==> src/rtl/gcd_pkg.sv <==
// -----------------------------------------------------------------------------
// gcd_pkg
// Shared definitions for the GCD arbiter slice: the arbiter FSM state
// encoding and the default operand/result width of the GCD engine.
// -----------------------------------------------------------------------------
package gcd_pkg;

  // Default operand/result width; must match the shared gcd_rtl engine.
  localparam int GCD_W  = 16;

  // Width of the completed-job counter (wraps naturally).
  localparam int JOBS_W = 16;

  // Arbiter sequencing: pick a requester, load the engine, wait for the
  // result, then hold the response until the owner takes it.
  typedef enum logic [1:0] {
    ARB  = 2'd0,
    LOAD = 2'd1,
    WAIT = 2'd2,
    RESP = 2'd3
  } state_e;

endpackage

==> src/rtl/gcd_arbiter_rr_pick.sv <==
// -----------------------------------------------------------------------------
// rr_pick
// Combinational round-robin priority encoder. Grants the first requester at
// or after ptr_i, searching upward and wrapping to index 0.
//
// Ports:
//   req_i   [N]  request vector
//   ptr_i   [IW] highest-priority index this cycle (must be < N)
//   any_o        at least one request is present
//   grant_o [N]  one-hot grant (all zero when any_o is low)
//   idx_o   [IW] index of the granted requester
// -----------------------------------------------------------------------------
module rr_pick #(
  parameter int N  = 4,
  parameter int IW = (N > 1) ? $clog2(N) : 1
) (
  input  logic [N-1:0]  req_i,
  input  logic [IW-1:0] ptr_i,
  output logic          any_o,
  output logic [N-1:0]  grant_o,
  output logic [IW-1:0] idx_o
);

  always_comb begin
    // NOTE: every output gets a default before the search loops; without it a
    // path that assigns nothing would infer a latch.
    any_o   = 1'b0;
    grant_o = '0;
    idx_o   = '0;

    // First pass: indices at or above the pointer.
    for (int i = 0; i < N; i++) begin
      if (!any_o && req_i[i] && (IW'(i) >= ptr_i)) begin
        any_o      = 1'b1;
        grant_o[i] = 1'b1;
        idx_o      = IW'(i);
      end
    end

    // Second pass covers the wrap: only reached when nothing at/after the
    // pointer is requesting, so the lowest requesting index wins.
    for (int i = 0; i < N; i++) begin
      if (!any_o && req_i[i]) begin
        any_o      = 1'b1;
        grant_o[i] = 1'b1;
        idx_o      = IW'(i);
      end
    end
  end

endmodule

==> src/rtl/gcd_arbiter.sv <==
// -----------------------------------------------------------------------------
// gcd_arbiter
// Round-robin front-end sharing one subtractive GCD engine (gcd_rtl, owned by
// the parent) among N_REQ requesters. One job in flight at a time: the FSM
// accepts a job (ARB), pulses the engine load (LOAD), waits for the result and
// acknowledges it (WAIT), then presents the result to the issuing requester
// until taken (RESP). Also counts completed responses.
//
// Ports:
//   clk, reset               clock; synchronous active-high reset (shared
//                            with the engine instance)
//   req_val  [N_REQ]         requester i has a valid job
//   req_ready[N_REQ]         one-hot acceptance, combinational in ARB
//   req_a/req_b [N_REQ*W]    flattened operands, slice i = [i*W +: W]
//   resp_val [N_REQ]         one-hot: result pending for requester i
//   resp_rdy [N_REQ]         requester i takes its result
//   resp_data[W]             pending result
//   jobs_done[16]            completed-response counter, wraps
//   gcd_operands_val         engine operands_val (one cycle, in LOAD)
//   gcd_a, gcd_b [W]         engine A_in / B_in, always the captured operands
//   gcd_valid, gcd_out [W]   engine result handshake
//   gcd_ack                  engine ack_rcvd, = gcd_valid while in WAIT
// -----------------------------------------------------------------------------
module gcd_arbiter
  import gcd_pkg::*;
#(
  parameter int N_REQ = 4,
  parameter int W     = GCD_W
) (
  input  logic                 clk,
  input  logic                 reset,
  input  logic [N_REQ-1:0]     req_val,
  output logic [N_REQ-1:0]     req_ready,
  input  logic [N_REQ*W-1:0]   req_a,
  input  logic [N_REQ*W-1:0]   req_b,
  output logic [N_REQ-1:0]     resp_val,
  input  logic [N_REQ-1:0]     resp_rdy,
  output logic [W-1:0]         resp_data,
  output logic [JOBS_W-1:0]    jobs_done,
  output logic                 gcd_operands_val,
  output logic [W-1:0]         gcd_a,
  output logic [W-1:0]         gcd_b,
  input  logic                 gcd_valid,
  input  logic [W-1:0]         gcd_out,
  output logic                 gcd_ack
);

  localparam int IW = $clog2(N_REQ);

  state_e               state_q;
  logic [IW-1:0]        rr_ptr_q;
  logic [IW-1:0]        grant_id_q;
  logic [W-1:0]         op_a_q;
  logic [W-1:0]         op_b_q;
  logic [W-1:0]         result_q;
  logic [JOBS_W-1:0]    jobs_done_q;
  logic                 load_q;
  logic [N_REQ-1:0]     resp_val_q;

  logic                 pick_any;
  logic [N_REQ-1:0]     pick_grant;
  logic [IW-1:0]        pick_idx;
  logic [W-1:0]         sel_a;
  logic [W-1:0]         sel_b;
  logic [IW-1:0]        rr_ptr_d;

  rr_pick #(
    .N  (N_REQ),
    .IW (IW)
  ) u_rr_pick (
    .req_i   (req_val),
    .ptr_i   (rr_ptr_q),
    .any_o   (pick_any),
    .grant_o (pick_grant),
    .idx_o   (pick_idx)
  );

  // Operand mux driven by the one-hot grant.
  always_comb begin
    sel_a = '0;
    sel_b = '0;
    for (int i = 0; i < N_REQ; i++) begin
      if (pick_grant[i]) begin
        sel_a = req_a[i*W +: W];
        sel_b = req_b[i*W +: W];
      end
    end
  end

  // Priority moves to the requester just after the one that was served.
  assign rr_ptr_d = (grant_id_q == IW'(N_REQ - 1)) ? '0 : grant_id_q + 1'b1;

  // NOTE: reset is sampled on the clock edge (synchronous), so it lives inside
  // the clocked branch rather than in the sensitivity list.
  always_ff @(posedge clk) begin
    if (reset) begin
      state_q     <= ARB;
      rr_ptr_q    <= '0;
      grant_id_q  <= '0;
      op_a_q      <= '0;
      op_b_q      <= '0;
      result_q    <= '0;
      jobs_done_q <= '0;
      load_q      <= 1'b0;
      resp_val_q  <= '0;
    end else begin
      // NOTE: non-blocking assignments keep every register reading the
      // pre-edge value of the others, independent of statement order.
      case (state_q)
        ARB: begin
          if (pick_any) begin
            op_a_q     <= sel_a;
            op_b_q     <= sel_b;
            grant_id_q <= pick_idx;
            load_q     <= 1'b1;
            state_q    <= LOAD;
          end
        end
        LOAD: begin
          // The idle engine has latched op_a/op_b on this edge.
          load_q  <= 1'b0;
          state_q <= WAIT;
        end
        WAIT: begin
          if (gcd_valid) begin
            result_q   <= gcd_out;
            resp_val_q <= N_REQ'(1) << grant_id_q;
            state_q    <= RESP;
          end
        end
        RESP: begin
          // Only the owner's ready counts; other resp_rdy bits are ignored.
          if (resp_rdy[grant_id_q]) begin
            jobs_done_q <= jobs_done_q + 16'd1;
            rr_ptr_q    <= rr_ptr_d;
            resp_val_q  <= '0;
            state_q     <= ARB;
          end
        end
        default: begin
          state_q <= ARB;
        end
      endcase
    end
  end

  // Acceptance and engine acknowledge are combinational so a job is taken
  // and a result released in the same cycle they are offered.
  assign req_ready        = (state_q == ARB) ? pick_grant : '0;
  assign gcd_ack          = (state_q == WAIT) && gcd_valid;

  assign gcd_operands_val = load_q;
  assign gcd_a            = op_a_q;
  assign gcd_b            = op_b_q;
  assign resp_val         = resp_val_q;
  assign resp_data        = result_q;
  assign jobs_done        = jobs_done_q;

endmodule

==> config.mk <==
export PLATFORM = sky130hd
export DESIGN_NAME = gcd_arbiter
export DESIGN_NICKNAME = d
export VERILOG_FILES = /design/src/rtl/gcd_pkg.sv /design/src/rtl/gcd_arbiter_rr_pick.sv /design/src/rtl/gcd_arbiter.sv
export SDC_FILE = /design/constraint.sdc
export NUM_CORES = 1
export LEC_CHECK = 0
export CAP_MARGIN = 10
export CORE_MARGIN = 1.5
export CORE_UTILIZATION = 35
export DETAILED_ROUTE_END_ITERATION = 6
export PLACE_DENSITY = 0.86
export SLEW_MARGIN = 20
export SYNTH_ARGS = -nofsm -noshare
export SYNTH_HDL_FRONTEND = slang
export SYNTH_SLANG_ARGS = --single-unit
==> constraint.sdc <==
create_clock -name clk -period 1.9 [get_ports clk]
set_clock_uncertainty 0.1 [all_clocks]
set_input_delay 0.38 -clock clk [delete_from_list [all_inputs] [get_ports clk]]
set_output_delay 0.38 -clock clk [all_outputs]
set_load 0.05 [all_outputs]
* After elaboration in Yosys (flattened, before gate mapping)
Index checks and enable logic that the tools add are counted.
Word-level totals: output and inout port bits 74, input bits 155, register bits after elaboration 75, logic and storage cells 95
Operators by class: shift-type cells 1, order comparisons 5, multiplexer cells 43, eq/ne operators 7, reductions and logical operators 28, add/subtract/negate cells 2
Operator list (count):
- $mux 16 | 8
- $mux 2 | 10
- $mux 1 | 18
- $add 16x1->16 const B | 1
- $logic_and 1x1->1 | 12
- $mux 4 | 3
- $pmux 2 s4 | 1
- $pmux 4 s2 | 1
- $reduce_and 2->1 | 4
- $logic_not 1->1 | 7
- $eq 2x2->1 const B | 3
- $ne 2x2->1 const B | 3
- $reduce_and 3->1 | 2
- $ge 1x2->1 const A | 2
- $ge 2x2->1 const A | 2
- $reduce_bool 2->1 | 2
- $shl 1x2->4 const A | 1
- $lt 2x3->1 const B | 1
- $add 2x1->2 const B | 1
- $bmux 1 s2 | 1
- $eq 2x1->1 const B | 1
- $logic_not 2->1 | 1
- $pmux 1 s2 | 1

* Logic depth before layout (Yosys ltp)
depth after elaboration 29, depth in mapped cells 8, depth with buffers taken out 6

* By module
Synthesis repeated with hierarchy kept, for this count alone.
Unflattened totals: cells, all modules 512, area, all modules 4053.9 µm²
By module, submodules not included:
- gcd_arbiter | instances 1, seq. area each 1501.4 µm², area each 3831.2 µm², cells each 479
- rr_pick | instances 1, seq. area each 0.0 µm², area each 222.7 µm², cells each 33

* Worst setup path before layout
OpenSTA, ideal clock, no wires.
kind flip-flop to output port, start reg state_q[0], end out gcd_ack, slack -0.324 ns, stages on the path, launching flop included 7, data arrival time 1.744 ns, data required time 1.420 ns, cell sequence dfxtp_1 > inv_1 > ha_1 > clkbuf_1 > nand2_1 > clkinv_1 > buf_1
Between the ends: longest elaborated chain between the ends 2
RTL lines:
- start, declared | line gcd_arbiter.sv:50 | state_e state_q;
- start signal, assigned | line gcd_arbiter.sv:97 | state_q <= ARB;
- start signal, assigned | line gcd_arbiter.sv:116 | state_q <= LOAD;
- start signal, assigned | line gcd_arbiter.sv:122 | state_q <= WAIT;
- $eq 2x2->1 | line gcd_arbiter.sv:150 | assign gcd_ack = (state_q == WAIT) && gcd_valid;
- $logic_and 1x1->1 | line gcd_arbiter.sv:150
- end, declared | line gcd_arbiter.sv:45 | output logic gcd_ack
No other way between the ends.

* Worst setup path in the final report
start reg rr_ptr_q[1], end out req_ready[2]
Between the ends: longest elaborated chain between the ends 25, elaborated cells between the ends (all ways) 29
RTL lines:
- start, declared | line gcd_arbiter.sv:51 | logic [IW-1:0] rr_ptr_q;
- start signal, assigned | line gcd_arbiter.sv:135 | rr_ptr_q <= rr_ptr_d;
- $ge 1x2->1 | line gcd_arbiter_rr_pick.sv:33 | if (!any_o && req_i[i] && (IW'(i) >= ptr_i)) begin
- $logic_and 1x1->1 | line gcd_arbiter_rr_pick.sv:33
- $mux 1 | line gcd_arbiter_rr_pick.sv:33
- $logic_not 1->1 | line gcd_arbiter_rr_pick.sv:33
- $logic_and 1x1->1 (2 in a row) | line gcd_arbiter_rr_pick.sv:33
- $mux 1 | line gcd_arbiter_rr_pick.sv:33
- $logic_not 1->1 | line gcd_arbiter_rr_pick.sv:33
- $logic_and 1x1->1 (2 in a row) | line gcd_arbiter_rr_pick.sv:33
- [7 not listed]
- $mux 1 | line gcd_arbiter_rr_pick.sv:43 | if (!any_o && req_i[i]) begin
- $logic_not 1->1 | line gcd_arbiter_rr_pick.sv:43
- $logic_and 1x1->1 | line gcd_arbiter_rr_pick.sv:43
- $mux 1 | line gcd_arbiter_rr_pick.sv:43
- $logic_not 1->1 | line gcd_arbiter_rr_pick.sv:43
- $logic_and 1x1->1 | line gcd_arbiter_rr_pick.sv:43
- $mux 1 (*) | line gcd_arbiter_rr_pick.sv:43
- $mux 4 (*) | line gcd_arbiter.sv:149 | assign req_ready = (state_q == ARB) ? pick_grant : '0;
- end, declared | line gcd_arbiter.sv:33 | output logic [N_REQ-1:0] req_ready,
Mark *: on every way between the ends. The rest lies on a longest branch, timed or not.

==> key figures <==
STA
  – Fmax achieved: slightly below 500 MHz
  – Fin. Hold Viols: 0
  – Final period utilization: 106%
  – RSZ-0062 raised after global routing: yes
  – Setup ws final: -0.112 ns
  – Fin. max-slew vios: 0
  – Headroom to the max-slew limit: approximately three quarters
  – Fin crit period: between 2 and 2.5 ns
  – Setup TNS: -0.251 ns
  – Final setup fails: 4
  – Slew @ Worst Pin: about 0.36 ns

Floorplanning
  – Die Y: between 100 and 150 um
  – Die ar.: about 0.012 mm2
  – Initial core utilization: between 30% and 40%
  – Chip width: 111 um
  – Std-Cell Rows: 39
  – IO Pins: ~230
  – Core Region: 0.0114 mm2

Worst setup path
  – Kind of critical path: flop to output port
  – CP required: approximately 1.4 ns
  – Nature of the critical path startpoint: flop
  – Crit end category: output port
  – Critical path arrival: about 1.5 ns
  – Critical path fanouts, max: 6

Detailed routing
  – Vias: approximately 5000
  – DRT Pass-1 Iters: 5
  – Drt drc: 0
  – First DRT Iteration DRCs: ~370
  – DRT Wirelength: approximately 17 mm
  – Antenna-violating nets left: 0
  – Drt wl/cell: 18.9 um
  – DR vias/cell: around 5.5

Final layout
  – Nets: roughly 930
  – Non-Filler Cell Area, Final: around 0.0076 mm2
  – Util after Layout: 67.2%
  – Layout Cells excl Fill: ~900
  – Layout cells sized above 1: 29.2%
  – Layout area overhead: 88.2%

Clocking
  – TritonCTS buffer count: 9
  – Cts hold-fix bufs: 0
  – CTS max path bufs: 2
  – H-tree depth: 3
  – Clk root buf: clkbuf_16
  – Clk Latency, worst-skew pair: between 0.3 and 0.4 ns
  – Worst-path clk slew: ~0.06 ns
  – Clock sinks: 75
  – CTS tree: yes

Placed design
  – Port Buffers: about 230
  – Area post-placement: a little under 0.007 mm2
  – DP HPWL: around 12 mm
  – RD Place Congestion: roughly 0.92
  – Placed cells: 883

Logic synthesis
  – Yosys cell types: 42
  – Mapped Cells: about 490
  – Post-synth EDFFs: 0
  – Register area share after synthesis: a little under two fifths
  – Register bit total from synthesis: 75
  – YS warnings: 0
  – Synth Net Count: approximately 660
  – Async set-or-reset flop fraction in the synthesized netlist: 0%
  – Mapped cell area: around 0.0041 mm2
  – Ys flop type: dfxtp_1
  – Avg Cell Area, Syn: ~8.3 um2

Global routing
  – Vias in the first global route: 4805
  – First-pass GRT wire length: around 25 mm
  – GRT overflow: 0
  – GRT Total Usage: between 20 and 30%
  – Largest net degree at the start of global routing: 36
  – Initial antenna violation count: 1

Power
  – Pleak: about 3 nW
  – Power per cell area: roughly 940 mW/mm2
  – Maximum vdd drop: between 0.6 and 0.7 mV

Run status
  – Failing checks: negative setup slack
  – Status: complete, but fails checks

Min path
  – Min-Delay Path Class: flop to flop

Job
  – Max Cap Viol: 0
cell usage after synthesis (3+ instances only):
library cell	number	area share (%)
buf_4	3	0.55
a21oi_1	31	3.8
a2111oi_0	3	0.65
o21ai_1	29	3.6
dfxtp_1	75	37
nand3_1	7	0.86
clkbuf_1	24	2.2
nand2b_1	3	0.46
nor2_1	23	2.1
buf_2	7	0.86
xnor2_1	6	1.3
and2_1	28	4.3
ha_1	10	3.1
inv_1	7	0.65
and3_1	36	5.5
xor2_1	8	1.7
a2111oi_2	29	11
o21ai_0	39	4.8
nand4b_1	4	0.86
nor3_1	3	0.37
nand2_1	82	7.6
and2_0	8	1.2
final cells by class:
cell class / instances / area (um2)
antenna: 1 / 2.50
tap: 143 / 179
multi-input combinational: 372 / 2860
sequential: 75 / 1510
fill: 840 / 3720
inverter: 9 / 33.8
clock buffer: 9 / 225
clock inverter: 7 / 63.8
timing repair buffer: 293 / 2770
report_power, final:
part	internal, mW	switching (mW)	total [mW]
sequential	1.84	0.165	2.00
combinational	1.47	2.02	3.49
clock	0.916	0.751	1.67
logic make-up after synthesis:
kind of cell | after synthesis | synth area share [%]
buffers and inverters | 45 | 4.65
muxes | 2 | 0.801
DFF | 75 | 37.0
xor gates and xnor gates | 14 | 3.02
AOI/OAI and AO/OA | 142 | 26.4
adders and majority gates | 10 | 3.08
and+or+nand+nor | 204 | 25.1
stage by stage:
step	setup WS [ns]	power, mW	hold WS [ns]
after floorplan	-0.0243	3.80	0.381
after global placement	-0.542	5.11	0.334
after detailed placement	-0.626	5.18	0.344
after CTS	-0.0742	6.94	0.352
after global routing	-0.142	7.46	0.372
final	-0.112	7.16	0.348
sequential cells by signal, summed over array words and instances, names as in the netlist:
signal            count
resp_data            16
resp_val              4
gcd_operands_val      1
grant_id_q            2
gcd_b                16
jobs_done            16
gcd_a                16
rr_ptr_q              2
state_q               2
routing by layer:
metal	wire [um]	track usage, %	vias up
met5	0	0	-
met4	815	13.2	0
li1	-	-	2293
met3	1050	5.85	63
met1	6570	29.5	2395
met2	8710	43.4	244
cell usage in the layout, fill, tap and decap left out, types with 3 or more instances in the layout:
cell | netlist | routed
nor2_1 | 23 | 21
buf_12 | 0 | 11
ha_1 | 10 | 8
and2_4 | 0 | 4
inv_6 | 0 | 3
a2111oi_2 | 29 | 4
nand2b_1 | 3 | 3
o21ai_0 | 39 | 36
buf_4 | 3 | 118
xnor2_1 | 6 | 6
nand4b_1 | 4 | 4
and2_0 | 8 | 7
and3_1 | 36 | 34
o21ai_1 | 29 | 31
buf_6 | 0 | 9
dfxtp_1 | 75 | 71
clkbuf_16 | 0 | 10
clkdlybuf4s50_1 | 0 | 149
and2_1 | 28 | 24
nand3_1 | 7 | 7
xor2_1 | 8 | 8
a21oi_1 | 31 | 30
nor3_1 | 3 | 3
inv_1 | 7 | 6
nand2_1 | 82 | 81
a2111oi_4 | 0 | 28
inv_2 | 1 | 3
critical path: stages (launching register included):
cell      delay, ns
dfxtp_4        0.37
buf_6          0.13
o311ai_4       0.30
and3_4         0.25
buf_12         0.14
timing repair:
action / 4_1_cts / 5_1_grt
setup endpoints to repair: 39 / 47
cloned: 0 / 1
buffers inserted: 8 / 0
pin swaps: 5 / 14
gates resized for setup: 33 / 54
final timing paths:
kind	from	to	slack (ns)	cells past startpoint
max reg2reg	rr_ptr_q[1]	gcd_b[1]	0	7
min	gcd_a[8]	gcd_a[8]	0.35	2
max	rr_ptr_q[1]	req_ready[2]	-0.11	4
min reg2reg	gcd_a[8]	gcd_a[8]	0.35	2
(Power assumes the default switching activity.)
